File: config.mk
export PLATFORM = sky130hd
export DESIGN_NAME = gshare_predictor
export DESIGN_NICKNAME = d
export VERILOG_FILES = /design/src/rtl/bp_pkg.sv /design/src/rtl/bp_pht.sv /design/src/rtl/gshare_predictor.sv
export SDC_FILE = /design/constraint.sdc
export NUM_CORES = 1
export LEC_CHECK = 0
export ABC_AREA = 1
export BUFFER_PORTS_ARGS = -buffer_cell sky130_fd_sc_hd__buf_4
export CORE_UTILIZATION = 45
export DETAILED_ROUTE_END_ITERATION = 12
export GPL_ROUTABILITY_DRIVEN = 1
export PLACE_DENSITY_LB_ADDON = 0.08
export SYNTH_ARGS = -nofsm -noshare
export SYNTH_HDL_FRONTEND = slang
export SYNTH_SLANG_ARGS = --single-unit
File: constraint.sdc
create_clock -name clk -period 5 [get_ports clk]
set_input_delay 1 -clock clk [delete_from_list [all_inputs] [get_ports clk]]
set_output_delay 1 -clock clk [all_outputs]
set_load 0.005 [all_outputs]
File: src/rtl/bp_pkg.sv
// Shared definitions for the gshare branch predictor: RV32 opcodes,
// immediate extraction and PHT index hashing.
package bp_pkg;

    localparam logic [6:0] RR     = 7'b0110011;
    localparam logic [6:0] JAL    = 7'b1101111;
    localparam logic [6:0] Branch = 7'b1100011;
    localparam logic [6:0] Load   = 7'b0000011;
    localparam logic [6:0] Store  = 7'b0100011;
    localparam logic [6:0] Imm    = 7'b0010011;
    localparam logic [6:0] LUI    = 7'b0110111;
    localparam logic [6:0] AUIPC  = 7'b0010111;
    localparam logic [6:0] JALR   = 7'b1100111;

    // Source of the next fetch PC, in priority order.
    typedef enum logic [2:0] {
        TGT_SEQ,
        TGT_MISPRED,
        TGT_JALR,
        TGT_BRANCH,
        TGT_JAL
    } tgt_sel_e;

    // Sign-extended B-type immediate.
    function automatic logic [31:0] imm_b(input logic [31:0] instr);
        imm_b = {{20{instr[31]}}, instr[7], instr[30:25], instr[11:8], 1'b0};
    endfunction

    // Sign-extended J-type immediate.
    function automatic logic [31:0] imm_j(input logic [31:0] instr);
        imm_j = {{12{instr[31]}}, instr[19:12], instr[20], instr[30:21], 1'b0};
    endfunction

    // PHT index from a word-aligned PC and zero-extended history.
    // mode 0 concatenates {hist, pc bits}; mode 1 XORs them.
    // The result is masked to idx_bits; callers truncate to their index width.
    function automatic logic [31:0] pht_index(
        input logic [31:0] pc,
        input logic [31:0] hist,
        input int unsigned mode,
        input int unsigned idx_bits,
        input int unsigned ghr_bits
    );
        logic [31:0] pc_w;
        logic [31:0] idx_mask;
        logic [31:0] lo_mask;
        pc_w     = pc >> 2;
        idx_mask = (32'd1 << idx_bits) - 32'd1;
        lo_mask  = (32'd1 << (idx_bits - ghr_bits)) - 32'd1;
        if (mode == 0) begin
            pht_index = ((hist << (idx_bits - ghr_bits)) | (pc_w & lo_mask)) & idx_mask;
        end else begin
            pht_index = (pc_w ^ hist) & idx_mask;
        end
    endfunction

endpackage

File: src/rtl/bp_pht.sv
// Pattern history table: array of saturating counters with async clear,
// one combinational read port and one increment/decrement write port.
module bp_pht
    import bp_pkg::*;
#(
    parameter int unsigned IDX_BITS = 3,
    parameter int unsigned CTR_BITS = 2
) (
    input  logic                clk,
    input  logic                rst_n,
    input  logic [IDX_BITS-1:0] rd_idx,
    output logic [CTR_BITS-1:0] rd_ctr,
    input  logic                wr_en,
    input  logic [IDX_BITS-1:0] wr_idx,
    input  logic                wr_taken
);

    localparam int unsigned DEPTH = 2 ** IDX_BITS;

    logic [CTR_BITS-1:0] pht_q [DEPTH];
    logic [CTR_BITS-1:0] pht_d [DEPTH];
    logic [CTR_BITS-1:0] cur_ctr;

    // Read returns the registered value, so a same-cycle write is not bypassed.
    always_comb begin
        rd_ctr = pht_q[rd_idx];
    end

    // Saturating update of the addressed counter.
    always_comb begin
        pht_d   = pht_q;
        cur_ctr = pht_q[wr_idx];
        if (wr_en) begin
            if (wr_taken) begin
                if (cur_ctr != '1) begin
                    pht_d[wr_idx] = cur_ctr + 1'b1;
                end
            end else begin
                if (cur_ctr != '0) begin
                    pht_d[wr_idx] = cur_ctr - 1'b1;
                end
            end
        end
    end

    // Counter storage; reset clears every entry to strongly not-taken.
    always_ff @(posedge clk or negedge rst_n) begin
        if (!rst_n) begin
            for (int unsigned i = 0; i < DEPTH; i++) begin
                pht_q[i] <= '0;
            end
        end else begin
            pht_q <= pht_d;
        end
    end

endmodule

File: src/rtl/gshare_predictor.sv
// Gshare branch predictor: fetch-time prediction from a PC/history indexed
// PHT, EX-time resolution with redirect, and saturating statistics.
module gshare_predictor
    import bp_pkg::*;
#(
    parameter int unsigned IDX_BITS = 3,
    parameter int unsigned GHR_BITS = 1,
    parameter int unsigned CTR_BITS = 2,
    parameter int unsigned MODE     = 0
) (
    input  logic                clk,
    input  logic                reset,
    input  logic [31:0]         PC,
    input  logic [31:0]         Instr,
    output logic [GHR_BITS-1:0] Pred_Hist,
    input  logic                EX_valid,
    input  logic [6:0]          EX_type,
    input  logic [31:0]         EX_PC,
    input  logic [GHR_BITS-1:0] EX_Hist,
    input  logic                EX_Predict,
    input  logic                EX_Outcome,
    input  logic [31:0]         EX_Imm,
    input  logic [31:0]         EX_Result,
    output logic [31:0]         Target,
    output logic                Predict,
    output logic                Flush,
    output logic [31:0]         Branch_Cnt,
    output logic [31:0]         Mispred_Cnt
);

    if (CTR_BITS < 1 || CTR_BITS > 4) begin : g_bad_ctr_bits
        $error("gshare_predictor: CTR_BITS must be 1..4");
    end
    if (MODE > 1) begin : g_bad_mode
        $error("gshare_predictor: MODE must be 0 or 1");
    end
    if (GHR_BITS < 1 || GHR_BITS > IDX_BITS || (MODE == 0 && GHR_BITS >= IDX_BITS)) begin : g_bad_ghr_bits
        $error("gshare_predictor: GHR_BITS out of range for IDX_BITS/MODE");
    end

    logic [GHR_BITS-1:0] ghr_q, ghr_d;
    logic [31:0]         branch_cnt_q, branch_cnt_d;
    logic [31:0]         mispred_cnt_q, mispred_cnt_d;

    logic                resolve, mispred, jalr;
    logic [6:0]          fetch_op;
    logic [IDX_BITS-1:0] fetch_idx, ex_idx;
    logic [CTR_BITS-1:0] fetch_ctr;
    tgt_sel_e            tgt_sel;
    logic                unused_result_lsb;

    // Decode the EX stage and compute both PHT indices.
    always_comb begin
        resolve           = EX_valid && (EX_type == Branch);
        mispred           = resolve && (EX_Predict != EX_Outcome);
        jalr              = EX_valid && (EX_type == JALR);
        fetch_op          = Instr[6:0];
        fetch_idx         = IDX_BITS'(pht_index(PC, 32'(ghr_q), MODE, IDX_BITS, GHR_BITS));
        ex_idx            = IDX_BITS'(pht_index(EX_PC, 32'(EX_Hist), MODE, IDX_BITS, GHR_BITS));
        unused_result_lsb = EX_Result[0];
    end

    bp_pht #(
        .IDX_BITS(IDX_BITS),
        .CTR_BITS(CTR_BITS)
    ) u_pht (
        .clk     (clk),
        .rst_n   (reset),
        .rd_idx  (fetch_idx),
        .rd_ctr  (fetch_ctr),
        .wr_en   (resolve),
        .wr_idx  (ex_idx),
        .wr_taken(EX_Outcome)
    );

    // Select the next-PC source and drive the fetch outputs; reset forces sequential fetch.
    always_comb begin
        tgt_sel = TGT_SEQ;
        if (mispred) begin
            tgt_sel = TGT_MISPRED;
        end else if (jalr) begin
            tgt_sel = TGT_JALR;
        end else if (fetch_op == Branch && fetch_ctr[CTR_BITS-1]) begin
            tgt_sel = TGT_BRANCH;
        end else if (fetch_op == JAL) begin
            tgt_sel = TGT_JAL;
        end

        Flush     = 1'b0;
        Predict   = 1'b0;
        Target    = PC + 32'd4;
        Pred_Hist = '0;
        if (reset) begin
            Flush     = mispred || jalr;
            Predict   = (tgt_sel == TGT_BRANCH);
            Pred_Hist = ghr_q;
            case (tgt_sel)
                TGT_MISPRED: Target = EX_Outcome ? (EX_PC + EX_Imm) : (EX_PC + 32'd4);
                TGT_JALR:    Target = {EX_Result[31:1], 1'b0};
                TGT_BRANCH:  Target = PC + imm_b(Instr);
                TGT_JAL:     Target = PC + imm_j(Instr);
                default:     Target = PC + 32'd4;
            endcase
        end
    end

    // History shift and saturating statistics on each resolved branch.
    always_comb begin
        ghr_d         = ghr_q;
        branch_cnt_d  = branch_cnt_q;
        mispred_cnt_d = mispred_cnt_q;
        if (resolve) begin
            // Truncating the concatenation keeps the newest GHR_BITS bits, including GHR_BITS=1.
            ghr_d = GHR_BITS'({ghr_q, EX_Outcome});
            if (branch_cnt_q != '1) begin
                branch_cnt_d = branch_cnt_q + 32'd1;
            end
            if (mispred && mispred_cnt_q != '1) begin
                mispred_cnt_d = mispred_cnt_q + 32'd1;
            end
        end
    end

    // Predictor state registers.
    always_ff @(posedge clk or negedge reset) begin
        if (!reset) begin
            ghr_q         <= '0;
            branch_cnt_q  <= '0;
            mispred_cnt_q <= '0;
        end else begin
            ghr_q         <= ghr_d;
            branch_cnt_q  <= branch_cnt_d;
            mispred_cnt_q <= mispred_cnt_d;
        end
    end

    assign Branch_Cnt  = branch_cnt_q;
    assign Mispred_Cnt = mispred_cnt_q;

endmodule

Word level (Yosys, flattened, before mapping)
Index checks and enable logic that the tools add are counted.
Storage, ports and cells
  bits in registers: 81
  output and inout port bits: 99
  input port bits: 173
  bits in writable memories: 0
  memory bits (read-only): 0
  latch bits: 0
  logic and storage cells: 75
  memories: 0
Cells by class
  $mul: 0
  magnitude comparators: 3
  muxes and demuxes: 23
  div/mod/pow operators: 0
  reduce and logical (&&, ||, !) cells: 12
  bitwise gates (word level): 4
  add/sub/neg operators: 9
  eq/ne operators: 13
  shifts and indexed selects: 0
Operators by type and width (count)
  32-bit one-hot mux with 4 select lines: 1
  32-bit adder: 3
  32-bit by 1-bit adder with 32-bit output (second input constant): 2
  32-bit by 3-bit adder with 32-bit output (second input constant): 2
  32-bit two-way mux: 2
  32-bit inequality test (second input constant): 2
  16-bit two-way mux: 3
  16-bit bitwise mux: 2
  7-bit equality test (second input constant): 4
  2-bit binary-select mux with 3-bit select: 2
  3-bit two-way mux: 4
  2-bit two-way mux: 5
  4-bit >= comparator (second input constant): 2
  3-bit inverter with 4-bit output: 2
  2-bit demux with 3-bit select: 1
  3-bit by 2-bit equality test with 1-bit output (second input constant): 2
  1-bit logical AND: 6
  3-bit by 2-bit OR with 3-bit output: 2
  4-bit by 1-bit < comparator with 1-bit output (second input constant): 1
  2-bit AND reduction: 2
  2-bit nonzero test: 2
  3-bit by 1-bit equality test with 1-bit output (second input constant): 1
  3-bit equality test (second input constant): 1
  1-bit two-way mux: 3
  other kinds (7): 7

Depth between registers and ports, before layout
  word-level depth: 12
  depth in mapped cells: 24
  mapped depth without buffers: 24

Modules after synthesis
Synthesis repeated with hierarchy kept, for this count alone.
Second synthesis, totals
  cells, all modules: 2192
  area total of the unflattened synthesis: 12235.5 µm²
By module, submodules not included
  gshare_predictor: area an instance 11111.9 µm², cells an instance 2020, seq. area each 1626.6 µm², times used 1
  bp_pht: area an instance 1123.6 µm², cells an instance 172, seq. area each 400.4 µm², times used 1

Worst setup path before layout
Ideal clock, no wire load.
  kind: input -> output
  start point: input EX_type[4]
  end point: output Target[11]
  slack: 0.556 ns
  data arrival time: 3.444 ns
  cell stages on the path: 22
  data required time: 4.000 ns
  cells stage by stage: inv_1 nand3_1 nor3_2 nand3_2 nand3_2 clkbuf_1 nand2_1 o21ai_0 inv_1 fa_1 inv_1 nand3_1 nand2_1 nand2_1 nand2_1 nand2_1 nand2_1 xor2_1 nand2_1 inv_1 nor2_1 a21oi_1
On the way
  longest elaborated chain between the ends: 7
Ends and longest elaborated chain
  start: declaration: RTL line gshare_predictor.sv:17  | input logic [6:0] EX_type,
  7-bit equality test, on equally long branches: RTL line gshare_predictor.sv:56, gshare_predictor.sv:54
  1-bit logical AND, on equally long branches: RTL line gshare_predictor.sv:56, gshare_predictor.sv:54
  3-bit two-way mux or 1-bit logical AND (tied branches): RTL line gshare_predictor.sv:81, gshare_predictor.sv:55
  3-bit two-way mux (*): RTL line gshare_predictor.sv:79  | if (mispred) begin
  3-bit equality test, or another cell as far along: RTL line gshare_predictor.sv:97  | case (tgt_sel)
  32-bit one-hot mux with 4 select lines (*): RTL line gshare_predictor.sv:97
  32-bit two-way mux (*): RTL line gshare_predictor.sv:93  | if (reset) begin
  end: declaration: RTL line gshare_predictor.sv:24  | output logic [31:0] Target,
Every way passes the cells marked *; elsewhere a longest branch is shown, timed or not.

Worst setup path in the final report
  start point: input EX_type[4]
  end point: output Target[15]
The elaborated chain is that of the path after synthesis.

==> summary.txt <==
Route
  – Initial DRC count: 1233
  – Post-Route WL: 42960 µm
  – ANT nets after route: 0
  – Vias: 14190
  – DRC viols: 0
  – Initial DRT Pass Iterations: 5
  – Drt wl/cell: 15.75 µm
  – Via density: 5.203

STA
  – Min Tclk post-route: 4873 ps
  – Worst slew pin tran: 871.5 ps
  – Hold Vio Cnt, Final: 0
  – Slew margin rel.: 41.76%
  – RSZ-0062 raised after global routing: yes
  – Final slew viol count: 0
  – Clk_skew: 4.073 ps
  – Final setup margin: 127.4 ps
  – Setup violators final: 0
  – Fmax: 205.2 MHz
  – Period utilization: a little over nine tenths

Critical path
  – Crit path from: EX_type[4]
  – CP Launch Type: primary input
  – Flop2flop setup slack: 2480 ps
  – Slowest CP cell: mux2_2
  – WP data required: around 4000 ps
  – WS Path Type: in -> out
  – CP arrival: 3870 ps
  – Stages on worst setup path: 25
  – Critical Path Max Stage Delay: about 360 ps
  – Crit. End Element: primary output
  – Critical Path Sink: Target[15]
  – Buf/Inv on CP: 8
  – Worst r2r path cells: 11
  – RR Startpoint: Branch_Cnt[0]$_DFFE_PN0P_
  – CP top delay family: simple AND/OR/NAND/NOR gates
  – RR Endpoint: Branch_Cnt[29]$_DFFE_PN0P_
  – Most frequent CP cell: nand2_1
  – Max Fanout on Critical Path: 6

Layout
  – Util after Layout: 58.23%
  – Layout net count: 2632
  – Commonest non-fill, non-tap cell in the layout: nand2_1
  – Fillcell total: 2728
  – Area occupied by multi-input gates: 8697 µm²
  – Fraction of layout cells with a size suffix above 1: 19.02%
  – Register area: 2027 µm²
  – Finished Layout Cells: 2728
  – Most frequent cells in the layout: nand2_1, inv_1, buf_4
  – Area grow syn2layout: 27.63%

Global route
  – Vias in the first global route: 12750
  – First-pass GRT wire length: 65070 µm
  – Largest net degree at the start of global routing: 55
  – GRT Residual Overflow: 0
  – Gr usage total: 31.17%
  – Initial antenna violation count: 1

Clock network
  – Clock Sinks: 81
  – Clock slew at reported path FFs: 60 ps
  – Clk buf depth: 2
  – Worst skew pair latency: 340 ps
  – Clk root buf: clkbuf_16
  – H-tree levels: 3
  – CTS buffer count: 9
  – CTS tree: done

Yosys
  – Post-synth ARST share: 100.0%
  – Syn Nets: 2339
  – Post-synth EDFFs: 0
  – Ys flop type: dfrtp_1
  – Synth Register Bits: 81
  – Ys Warns: 0
  – Synth cell types: 50
  – Synthesized area: 11860 µm²
  – Mapped Avg Cell Area: 5.661 µm²
  – Syn Inst Count: 2094
  – Sequential-to-total area share from yosys stat: 17.10%

Power and ir drop
  – Worst vdd ir: 0.0001506 V
  – Sw Ratio: 35.57%
  – Pleak: 0.008191 µW
  – Switching pwr: roughly 840 µW
  – Clk network pwr share: 30.7%
  – Combinational power share: 40.7%
  – Reg power frac: ~29%
  – Power per cell area: 155.6 nW/µm²
  – Int Pwr: 1516 µW

Run
  – Maximum Capacitance Violations: 0

Placement
  – DPL Wire Length: 35410 µm
  – Final GP Congestion: 0.9543
  – Pre-CTS WS: -107.4 ps
  – Placed instance count: 2705
  – Port Buffers: between 200 and 300

Floorplan
  – Initial Util: 45.62%
  – Placement row count: a little under 60
  – Top Ports: 272
  – Core ar.: roughly 26000 µm²
  – DIE HEIGHT: 164.3 µm
  – Die area: 27000 µm²
  – Die W: between 150 and 200 µm

Outcome
  – Status: completed

Worst hold path
  – Hold Crit Class: reg -> reg
how the worst min path moves through the flow:
stage / start / endpoint / slack, ps / cells past startpoint
detailed placement: flip-flop / flip-flop / 480 / 2
global placement: flip-flop / flip-flop / 470 / 2
floorplan: flip-flop / flip-flop / 450 / 2
global route: flip-flop / flip-flop / 520 / 2
finish: flip-flop / flip-flop / 490 / 2
CTS: flip-flop / flip-flop / 490 / 2
final cells by class:
cell class | instances | share of cell area (%)
Antenna cell | 1 | 0.01654
Clock buffer | 14 | 1.745
Clock inverter | 2 | 0.3969
Inverter | 348 | 8.633
Multi-Input combinational cell | 1636 | 57.48
Sequential cell | 81 | 13.40
Tap cell | 335 | 2.770
Timing Repair Buffer | 311 | 15.56
cell families (layout without fill, tap and decap cells):
family                     Yosys count  count (layout)  share of synthesized area (%)
DFF                                 81              81                          17.10
muxes                                5               5                         0.4644
other                                0               1                              0
and+or+nand+nor                   1260            1260                          45.85
xor gates and xnor gates            97              97                          7.166
adders and majority gates           72              72                          7.726
AOI/OAI and AO/OA                  202             202                          9.298
buffers and inverters              377             675                          12.40
flip-flops by register name, summed over array words and instances, names as in the netlist, named ones only:
| register | count |
|---|---|
| Branch_Cnt | 32 |
| Mispred_Cnt | 32 |
| ghr_q | 1 |
| u_pht.pht_q | 8 |
through the flow:
step	instance area, µm²	power [µW]	setup TNS, ps	hold slack (ps)
6_report	15130	2354	0	491.3
5_1_grt	15130	2505	-358.7	520.8
4_1_cts	14740	2297	0	494.1
3_5_place_dp	14410	1574	-958.1	480.0
3_3_place_gp	14410	1567	-162.6	469.4
2_1_floorplan	11860	1199	0	453.0
timing repair:
action / CTS / global route
pin swaps: 1 / 15
setup buffers: 1 / 5
resized for setup: 1 / 72
setup endpoints to repair: 16 / 25
hold buffers: 0 / 0
power by group through the flow:
stage	Clock [µW]	Combinational (µW)	Sequential (µW)
2_1_floorplan	0	516	683
4_1_cts	731	894	673
3_3_place_gp	0	883	684
6_report	724	957	673
5_1_grt	769	1060	673
3_5_place_dp	0	889	684
worst min-delay path: cells and delay by family (launching register included):
family           cells  cell delay (ps)
AND/OR/NAND/NOR      1               50
AO/OA/AOI/OAI        1               60
flip-flops           1              340
Yosys cell counts (3+ instances only):
library cell | count | area, µm²
a21o_1 | 3 | 22.52
a21oi_1 | 98 | 490.5
a221oi_1 | 4 | 35.03
a22o_1 | 4 | 35.03
a22oi_1 | 3 | 22.52
a31oi_1 | 7 | 43.79
and2_1 | 7 | 43.79
buf_2 | 8 | 40.04
buf_4 | 4 | 30.03
buf_6 | 4 | 45.04
clkbuf_1 | 12 | 45.04
dfrtp_1 | 81 | 2027
ha_1 | 70 | 875.8
inv_1 | 341 | 1280
inv_2 | 6 | 22.52
mux2_2 | 4 | 45.04
nand2_1 | 687 | 2579
nand2_2 | 6 | 37.54
nand3_1 | 177 | 885.9
nand3_2 | 6 | 60.06
nand3b_1 | 4 | 30.03
nand4_1 | 36 | 225.2
nor2_1 | 224 | 840.8
nor2_2 | 9 | 56.30
nor2_4 | 4 | 45.04
nor3_1 | 58 | 290.3
nor3_2 | 10 | 100.1
nor4_1 | 11 | 68.82
o21ai_0 | 68 | 340.3
o21bai_1 | 5 | 37.54
or2_2 | 15 | 93.84
xnor2_1 | 24 | 210.2
xor2_1 | 73 | 639.4
routing by layer:
layer,track usage (%),part of all wire (%),vias to the layer above
met5,0,0,-
met4,9.722,2.9,0
met3,3.434,6.2,65
met2,49.37,44,472
met1,43.99,46,6457
li1,-,-,7200
Note: power is estimated with default switching activity, not from simulation.
